`config.mk`:
```
export PLATFORM = sky130hd
export DESIGN_NAME = uart_line_transmitter
export DESIGN_NICKNAME = d
export VERILOG_FILES = /design/src/rtl/uart_pkg.sv /design/src/rtl/uart_tx_serializer.sv /design/src/rtl/uart_line_transmitter.sv
export SDC_FILE = /design/constraint.sdc
export NUM_CORES = 1
export LEC_CHECK = 0
export ABC_AREA = 1
export BUFFER_PORTS_ARGS = -buffer_cell sky130_fd_sc_hd__clkbuf_2
export CAP_MARGIN = 20
export CORE_ASPECT_RATIO = 0.9
export CORE_MARGIN = 2
export CORE_UTILIZATION = 40
export DETAILED_ROUTE_END_ITERATION = 10
export GPL_ROUTABILITY_DRIVEN = 0
export HOLD_SLACK_MARGIN = 0.05
export MAX_ROUTING_LAYER = met4
export PLACE_DENSITY_LB_ADDON = 0.05
export SYNTH_ARGS = -nofsm -noshare
export SYNTH_HDL_FRONTEND = slang
export SYNTH_HIERARCHICAL = 1
export SYNTH_SLANG_ARGS = --single-unit
```
`constraint.sdc`:
```
create_clock -name clk_i -period 2.65 [get_ports clk_i]
set_clock_uncertainty 0.1 [all_clocks]
set_input_delay 0.265 -clock clk_i [delete_from_list [all_inputs] [get_ports clk_i]]
set_output_delay 0.265 -clock clk_i [all_outputs]
set_load 0.005 [all_outputs]
```
`src/rtl/uart_pkg.sv`:
```
// uart_pkg: shared byte constants, FSM state encoding and baud divisor helper for the UART transmitter
package uart_pkg;
  localparam logic [7:0] CR_BYTE = 8'h0D;
  localparam logic [7:0] LF_BYTE = 8'h0A;
  localparam logic [2:0] S_IDLE  = 3'd0;
  localparam logic [2:0] S_LOAD  = 3'd1;
  localparam logic [2:0] S_START = 3'd2;
  localparam logic [2:0] S_DATA  = 3'd3;
  localparam logic [2:0] S_STOP  = 3'd4;
  localparam logic [2:0] S_CR    = 3'd5;
  function automatic int clks_per_bit(input int clk_hz, input int baud);
    return clk_hz / baud;
  endfunction
endpackage

```
`src/rtl/uart_tx_serializer.sv`:
```
// uart_tx_serializer: baud counter and shift register producing one 8N1 frame per start pulse
module uart_tx_serializer import uart_pkg::*; #(
  parameter int CLKS_PER_BIT = 10416
) (
  input  logic       clk_i,
  input  logic       reset_ni,
  input  logic       start_i,
  input  logic [7:0] data_i,
  output logic       tx_o,
  output logic       done_o
);
  localparam int CW = CLKS_PER_BIT > 1 ? $clog2(CLKS_PER_BIT) : 1;
  logic [2:0]    phase_q, phase_d;
  logic [CW-1:0] cnt_q, cnt_d;
  logic [7:0]    sh_q, sh_d;
  logic [2:0]    bit_q, bit_d;
  logic          tick;
  assign tick   = cnt_q == CW'(CLKS_PER_BIT - 1);
  assign done_o = phase_q == S_STOP && tick;
  assign tx_o   = phase_q == S_START ? 1'b0 : phase_q == S_DATA ? sh_q[0] : 1'b1;
  always_comb begin
    phase_d = phase_q;
    cnt_d   = '0;
    sh_d    = sh_q;
    bit_d   = bit_q;
    if (phase_q == S_IDLE) begin
      if (start_i) begin
        phase_d = S_START;
        sh_d    = data_i;
        bit_d   = '0;
      end
    end else if (!tick) begin
      cnt_d = cnt_q + CW'(1);
    end else begin
      phase_d = phase_q == S_START ? S_DATA :
                phase_q == S_DATA  ? (bit_q == 3'd7 ? S_STOP : S_DATA) : S_IDLE;
      if (phase_q == S_DATA) begin
        sh_d  = sh_q >> 1;
        bit_d = bit_q + 3'd1;
      end
    end
  end
  always_ff @(posedge clk_i or negedge reset_ni)
    if (!reset_ni) begin
      phase_q <= S_IDLE;
      cnt_q   <= '0;
      sh_q    <= '0;
      bit_q   <= '0;
    end else begin
      phase_q <= phase_d;
      cnt_q   <= cnt_d;
      sh_q    <= sh_d;
      bit_q   <= bit_d;
    end
endmodule

```
`src/rtl/uart_line_transmitter.sv`:
```
// uart_line_transmitter: byte FIFO drained on request as back-to-back 8N1 frames, optionally closed by CR
module uart_line_transmitter import uart_pkg::*; #(
  parameter int CLK_HZ    = 100_000_000,
  parameter int BAUD      = 9600,
  parameter int DEPTH     = 32,
  parameter int APPEND_CR = 1
) (
  input  logic                     clk_i,
  input  logic                     reset_ni,
  input  logic [7:0]               char_in_i,
  input  logic                     char_push_i,
  input  logic                     send_i,
  input  logic                     clear_i,
  output logic                     rs_tx_o,
  output logic                     tx_busy_o,
  output logic [$clog2(DEPTH):0]   count_o,
  output logic                     full_o,
  output logic                     empty_o,
  output logic                     overflow_o,
  output logic [7:0]               tx_byte_o
);
  localparam int AW = $clog2(DEPTH);
  logic [7:0]  mem_q [DEPTH];
  logic [AW:0] wr_q, rd_q;
  logic [2:0]  state_q, state_d;
  logic        drain_q, drain_d, cr_sent_q, cr_sent_d, overflow_q;
  logic [7:0]  tx_byte_q, tx_byte_d;
  logic        push, pop, ser_start, ser_done;
  assign count_o    = wr_q - rd_q;
  assign empty_o    = count_o == '0;
  assign full_o     = count_o == (AW+1)'(DEPTH);
  assign overflow_o = overflow_q;
  assign tx_byte_o  = tx_byte_q;
  assign tx_busy_o  = drain_q | (state_q != S_IDLE);
  assign pop        = state_q == S_LOAD;
  // A pop in the same cycle frees a slot, so a push into a full FIFO is still accepted then
  assign push       = char_push_i & ~clear_i & (~full_o | pop);
  always_comb begin
    state_d   = state_q;
    drain_d   = drain_q & ~clear_i;
    cr_sent_d = cr_sent_q;
    tx_byte_d = tx_byte_q;
    ser_start = 1'b0;
    case (state_q)
      S_IDLE:
        if (send_i && !clear_i && !drain_q && (!empty_o || APPEND_CR != 0)) begin
          state_d   = empty_o ? S_CR : S_LOAD;
          drain_d   = 1'b1;
          cr_sent_d = 1'b0;
        end
      S_LOAD: begin
        tx_byte_d = mem_q[rd_q[AW-1:0]];
        ser_start = 1'b1;
        state_d   = S_START;
      end
      S_CR: begin
        tx_byte_d = CR_BYTE;
        ser_start = 1'b1;
        cr_sent_d = 1'b1;
        state_d   = S_START;
      end
      // Remaining codes: a frame is on the line and the serializer tracks START/DATA/STOP
      default:
        if (ser_done) begin
          state_d = !drain_d ? S_IDLE : !empty_o ? S_LOAD :
                    (APPEND_CR != 0 && !cr_sent_q) ? S_CR : S_IDLE;
          drain_d = drain_d && state_d != S_IDLE;
        end
    endcase
  end
  always_ff @(posedge clk_i)
    if (push) mem_q[wr_q[AW-1:0]] <= char_in_i;
  always_ff @(posedge clk_i or negedge reset_ni)
    if (!reset_ni) begin
      wr_q       <= '0;
      rd_q       <= '0;
      overflow_q <= 1'b0;
      state_q    <= S_IDLE;
      drain_q    <= 1'b0;
      cr_sent_q  <= 1'b0;
      tx_byte_q  <= '0;
    end else begin
      wr_q       <= clear_i ? '0 : wr_q + (AW+1)'(push);
      rd_q       <= clear_i ? '0 : rd_q + (AW+1)'(pop);
      overflow_q <= ~clear_i & (overflow_q | (char_push_i & full_o & ~pop));
      state_q    <= state_d;
      drain_q    <= drain_d;
      cr_sent_q  <= cr_sent_d;
      tx_byte_q  <= tx_byte_d;
    end
  uart_tx_serializer #(.CLKS_PER_BIT(clks_per_bit(CLK_HZ, BAUD))) u_ser (
    .clk_i    (clk_i),
    .reset_ni (reset_ni),
    .start_i  (ser_start),
    .data_i   (tx_byte_d),
    .tx_o     (rs_tx_o),
    .done_o   (ser_done)
  );
endmodule

```
# ---- Word level (Yosys, flattened, before mapping)
# Memories as Yosys holds them, arrays and structs flattened.
# Cells that the tools add are included.
dict set report classes {
  add_sub_neg 5
  n_mux 36
  div_mod_pow 0
  n_lt_le_gt_ge 0
  n_mul 0
  bitwise 12
  reduce_logical 20
  eq_ne 10
  n_shift 0
}
# cell n
set op_table {}
lappend op_table {{$mux W3} 16}
lappend op_table {{$mux W8} 4}
lappend op_table {{$mux W14} 2}
lappend op_table {{$pmux W8 S2} 1}
lappend op_table {{$add A14 B1 Y14 const B} 1}
lappend op_table {{$eq A14 B14 Y1 const B} 1}
lappend op_table {{$add A6 B1 Y6} 2}
lappend op_table {{$mux W6} 2}
lappend op_table {{$eq A3 B3 Y1 const B} 3}
lappend op_table {{$reduce_bool A3 Y1} 3}
lappend op_table {{$mux W1} 8}
lappend op_table {{$and A1 B1 Y1} 6}
lappend op_table {{$eq A3 B2 Y1 const B} 2}
lappend op_table {{$eq A6 B6 Y1 const B} 1}
lappend op_table {{$logic_not A3 Y1} 2}
lappend op_table {{$logic_not A6 Y1} 1}
lappend op_table {{$pmux W3 S2} 1}
lappend op_table {{$reduce_and A2 Y1} 3}
lappend op_table {{$reduce_bool A2 Y1} 3}
lappend op_table {{$sub A6 B6 Y6} 1}
lappend op_table {{$logic_and A1 B1 Y1} 4}
lappend op_table {{$ne A2 B2 Y1 const B} 2}
lappend op_table {{$pmux W1 S2} 2}
lappend op_table {{$add A3 B1 Y3 const B} 1}
lappend op_table {{other kinds (6)} 11}
dict set report totals {
  mem_bits_rw 256
  mem_bits_ro 0
  output_inout_bits 19
  inputBits 13
  latch_bits 0
  ff_bits 54
  word_cells 95
  mem_count 1
}
# memory depth width rd rd_clocked_by_memory_dff write_ports line
set memory_table {}
lappend memory_table {mem_q 32 8 1 0 1 uart_line_transmitter.sv:23} ;# logic [7:0] mem_q [DEPTH];

# ---- Longest topological paths before layout
dict set report logic_depth {
  ltp_word 8
  depth_mapped 20
  depth_no_buf 18
}

# ---- By module
# The synthesis kept the hierarchy.
# mod area_per_inst_um2 cells_per_inst instances seq_area_each_um2
set modules_own_cells {}
lappend modules_own_cells {uart_line_transmitter 12214.2 1141 1 8338.0}
lappend modules_own_cells {uart_tx_serializer 1544.0 199 1 700.7}

# ---- Worst setup path after synthesis
# No wires, ideal clock.
dict set report synth_timing {
  kind {register -> register}
  startpoint {reg rd_q[3]}
  endpoint {reg wr_q[4]}
  t_arrival_ps 2586
  period_less_slack_ps 2826
  t_required_ps 2410
  setup_slack_ps -176
  setup_ps 140
  stages_incl_launch_ff 19
  path_buffers 2
  path_cell_list {dfrtp_1 > clkbuf_2 > inv_1 > clkbuf_1 > ha_1 > a21oi_1 > nand2_1 > nand2_1 > nand2_1 > nor2_4 > nand3_4 > nand2_1 > inv_1 > ha_1 > ha_1 > nand2_1 > inv_1 > a21oi_1 > a211oi_1}
}
dict set report synth_between {
  elab_chain_len 7
}
# item line
set synth_lines {}
lappend synth_lines {{start, declared} uart_line_transmitter.sv:24} ;# logic [AW:0] wr_q, rd_q;
lappend synth_lines {{start signal, assigned} uart_line_transmitter.sv:84} ;# rd_q <= clear_i ? '0 : rd_q + (AW+1)'(pop);
lappend synth_lines {{$sub A6 B6 Y6} uart_line_transmitter.sv:29} ;# assign count_o = wr_q - rd_q;
lappend synth_lines {{net count_o[4]} uart_line_transmitter.sv:16} ;# output logic [$clog2(DEPTH):0] count_o,
lappend synth_lines {{$eq A6 B6 Y1} uart_line_transmitter.sv:31} ;# assign full_o = count_o == (AW+1)'(DEPTH);
lappend synth_lines {{$not A1 Y1} uart_line_transmitter.sv:37} ;# assign push = char_push_i & ~clear_i & (~full_o | pop);
lappend synth_lines {{$or A1 B1 Y1} uart_line_transmitter.sv:37}
lappend synth_lines {{$and A1 B1 Y1} uart_line_transmitter.sv:37}
lappend synth_lines {{$add A6 B1 Y6} uart_line_transmitter.sv:83} ;# wr_q <= clear_i ? '0 : wr_q + (AW+1)'(push);
lappend synth_lines {{$mux W6} uart_line_transmitter.sv:83}
lappend synth_lines {{end signal, assigned} uart_line_transmitter.sv:83}
lappend synth_lines {{end, declared} uart_line_transmitter.sv:24}
# The timed path passes the listed nets, and every way through them passes these cells.
# A chain may end at the register's enable or synchronous reset.

# ---- Worst setup path after layout
dict set report layout_timing {
  startpoint {reg rd_q[0]}
  endpoint {out empty_o}
}
dict set report layout_between {
  elab_chain_len 2
}
# item line
set layout_lines {}
lappend layout_lines {{$sub A6 B6 Y6} uart_line_transmitter.sv:29}
lappend layout_lines {{$logic_not A6 Y1} uart_line_transmitter.sv:30} ;# assign empty_o = count_o == '0;
lappend layout_lines {{end, declared} uart_line_transmitter.sv:18} ;# output logic empty_o,
# No other way between the ends.

==> flow_summary.toml <==
[worst_setup_path]
cp_cell_sequence = "ha_4 -> fa_2 -> nand2_2 -> nor2_2 -> nand3_2 -> nor2_4 -> nand2_4 -> inv_2 -> clkbuf_2"
endpoint_kind = "primary output"
start_kind = "flop"
crit_type = "flop to primary output"
worstPathArrival_ns = 2.38
required_ns = 2.29
max_stage_delay_ns = 0.53
critPathSlowestCell = "fa_2"
critPathMaxFanout = 3

[route]
drt_iter0_drc = 649
drt_wl_total_mm = 36.4
drcViolationCount = 0
wl_per_cell_um = 19.1
vias = 9407
antenna_left = 0
first_pass_iters = 5
vias_per_cell = 4.93

[grt]
grt_pass1_vias = 9427
grt_start_max_net_pins = 92
grt-busiest-layer = "met2"
antenna_found_initial = 0
use_met1 = 0.311
grt_overflow = 0
grt_usage = 0.218
met2_usage = 0.326
met3_usage = 0.0340
grt_pass1_wl_mm = 57.3

[layout]
area_growth_pct = 18.6
antennaDiodeCount = 0
final_layout_size_suffix_gt1_frac = 0.167
nets = 1448
multi_input_area_mm2 = 0.00436
seq_area_mm2 = 0.00904
fillers = 3199

[timing]
final_max_slew_viol_count = 0
rsz0062_at_grt = "yes"
hold_violations = 0
period_share = 1.04
fmax_mhz = 364
relSlewSlack = 0.421
tns_ns = -3.30
tightest_slew_ns = 0.868
worst_slack_ns = -0.0946
setup_violations = 107
finalCriticalPeriod_ns = 2.74

[synth]
synth_edf_count = 256
synth.area.top_cells = "edfxtp_1, nand2_1, dfrtp_1"
ys_seq_area_frac = 0.657
async_flop_share = 0.174
syn_avg_cell_area_um2 = 10.3
synth.distinct_cells = 41
synth-seq-cells = 310
synth_cells = 1340
syn-num-nets = 1366
syn-cell-area_mm2 = 0.0138
synth.largest_area_cell = "edfxtp_1"
yosysTopAreaCellShare = 0.559
ys_warn_count = 6
synthFlopType = "edfxtp_1"

[floorplan]
dieArea_mm2 = 0.0359
initial_utilization = 0.405
io_pins = 32
die_y_um = 180
core_area_mm2 = 0.0340
die_w_um = 199
rows = 64

[clock_network]
cts.htree.levels = 2
cts_buffer_depth = 3
cts_tree = "done"
worst_skew_pair.late_latency_ns = 0.53
cts_root_buf = "clkbuf_16"
cts_buffers = 34
cts.sinks = 310
path_clk_slew_ns = 0.06

[place]
portBuffers = 31
dp.final_hpwl_mm = 23.0

[status]
status = "complete, but fails checks"
violations = "negative setup slack"

[job]
maxCapViolCount = 0

[worst_hold_path]
worstHoldPathType = "input pin to flop"

[power_and_ir_drop]
p_leak_nw = 6.56
irDropWorstVdd_uv = 527
finalPower_mw = 9.99
powerDensity_mw_per_mm2 = 612
==> cells in the final DEF (no fill, tap or decap), types with 11 or more instances in the layout <==
cell type | Yosys | final
edfxtp_1 | 256 | 256
a21oi_1 | 19 | 18
nand3_1 | 194 | 193
buf_4 | 8 | 42
buf_12 | 0 | 11
inv_1 | 99 | 95
nand2_2 | 7 | 12
dfrtp_1 | 54 | 52
nand2_1 | 461 | 455
buf_6 | 2 | 16
nor2_4 | 5 | 33
clkbuf_16 | 0 | 34
o21ai_0 | 15 | 14
clkbuf_2 | 1 | 30
nor2_1 | 86 | 53
==> report_power, final <==
part           switching, mW  internal, mW  leakage, nW
Clock                   1.90          2.49        0.495
Sequential           0.00353          5.29         3.04
Combinational          0.211        0.0885         3.03
==> per-layer routing <==
metal  vias up  share of wire
met2       192           0.45
met4         0          0.020
met1      4523           0.48
li1       4638              -
met3        54          0.045
met5         -              0
==> cell families after synthesis <==
family | share of synthesized area
AND/OR/NAND/NOR | 0.252
flip-flops | 0.657
buffers and inverters | 0.0515
AO/OA/AOI/OAI | 0.0227
adder cells (fa/ha/maj) | 0.0124
XOR/XNOR | 0.00446
==> cells in the mapped netlist, types with 12 or more instances <==
| cell | count |
|---|---|
| clkbuf_1 | 14 |
| edfxtp_1 | 256 |
| inv_1 | 99 |
| nand3_1 | 194 |
| dfrtp_1 | 54 |
| ha_1 | 12 |
| buf_2 | 33 |
| nor2_1 | 86 |
| nand2_1 | 461 |
| o21ai_0 | 15 |
| a21oi_1 | 19 |
==> timing repair <==
action | CTS | global route
gates resized for setup | 49 | 57
setup endpoints to repair | 216 | 267
buffers inserted | 5 | 4
pin swaps | 12 | 12
cloned | 0 | 0
hold buffers | 4 | 0
endpoints found under the hold margin | 31 | 0
==> critical path: cells and delay by family (launching register included) <==
kind          cells  cell delay [ns]
fa+ha+maj         2             0.70
buf+inv           2             0.15
flops             1             0.49
simple gates      5             0.50
==> path summary, 6_finish.rpt <==
check	from	to	slack, ns	depth (start not counted)
max	rd_q[0]	empty_o	-0.09	9
min	send_i	cr_sent_q	0.12	6
max reg2reg	rd_q[0]	mem_q[14][2]	-0.07	11
min reg2reg	u_ser/sh_q[4]	u_ser/sh_q[4]	0.38	2
max in group asynchronous	reset_ni	wr_q[1]	1.51	4
min in group asynchronous	reset_ni	tx_byte_o[2]	0.21	2
==> registers in the layout (all words and copies together), names as in the netlist <==
signal         cells
mem_q            256
u_ser/cnt_q       14
rd_q               6
tx_byte_o          8
overflow_o         1
u_ser/phase_q      3
u_ser/bit_q        3
cr_sent_q          1
u_ser/sh_q         8
state_q            3
wr_q               6
drain_q            1
==> per-stage QoR <==
| step | hold slack (ns) | util | instances | cell area [µm²] | worst slack, ns |
|---|---|---|---|---|---|
| after floorplan | -0.131 | - | 1340 | 13800 | 0.00138 |
| after global placement | 0.215 | 0.439 | 1856 | 14900 | -0.0551 |
| after detailed placement | 0.215 | 0.439 | 1856 | 14900 | -0.0663 |
| after CTS | 0.116 | 0.476 | 1917 | 16100 | -0.138 |
| after global routing | 0.157 | 0.481 | 1908 | 16300 | -0.218 |
| final | 0.122 | 0.481 | 1908 | 16300 | -0.0946 |
==> area by class of cell <==
class	instances	share of cell area
clock buffers	43	0.0548
clock inverters	17	0.00721
inverters	106	0.0249
multi-input cells	866	0.267
flip-flops and latches	310	0.554
well taps	462	0.0354
repair buffers	104	0.0561
Note: power is estimated with default switching activity, not from simulation.
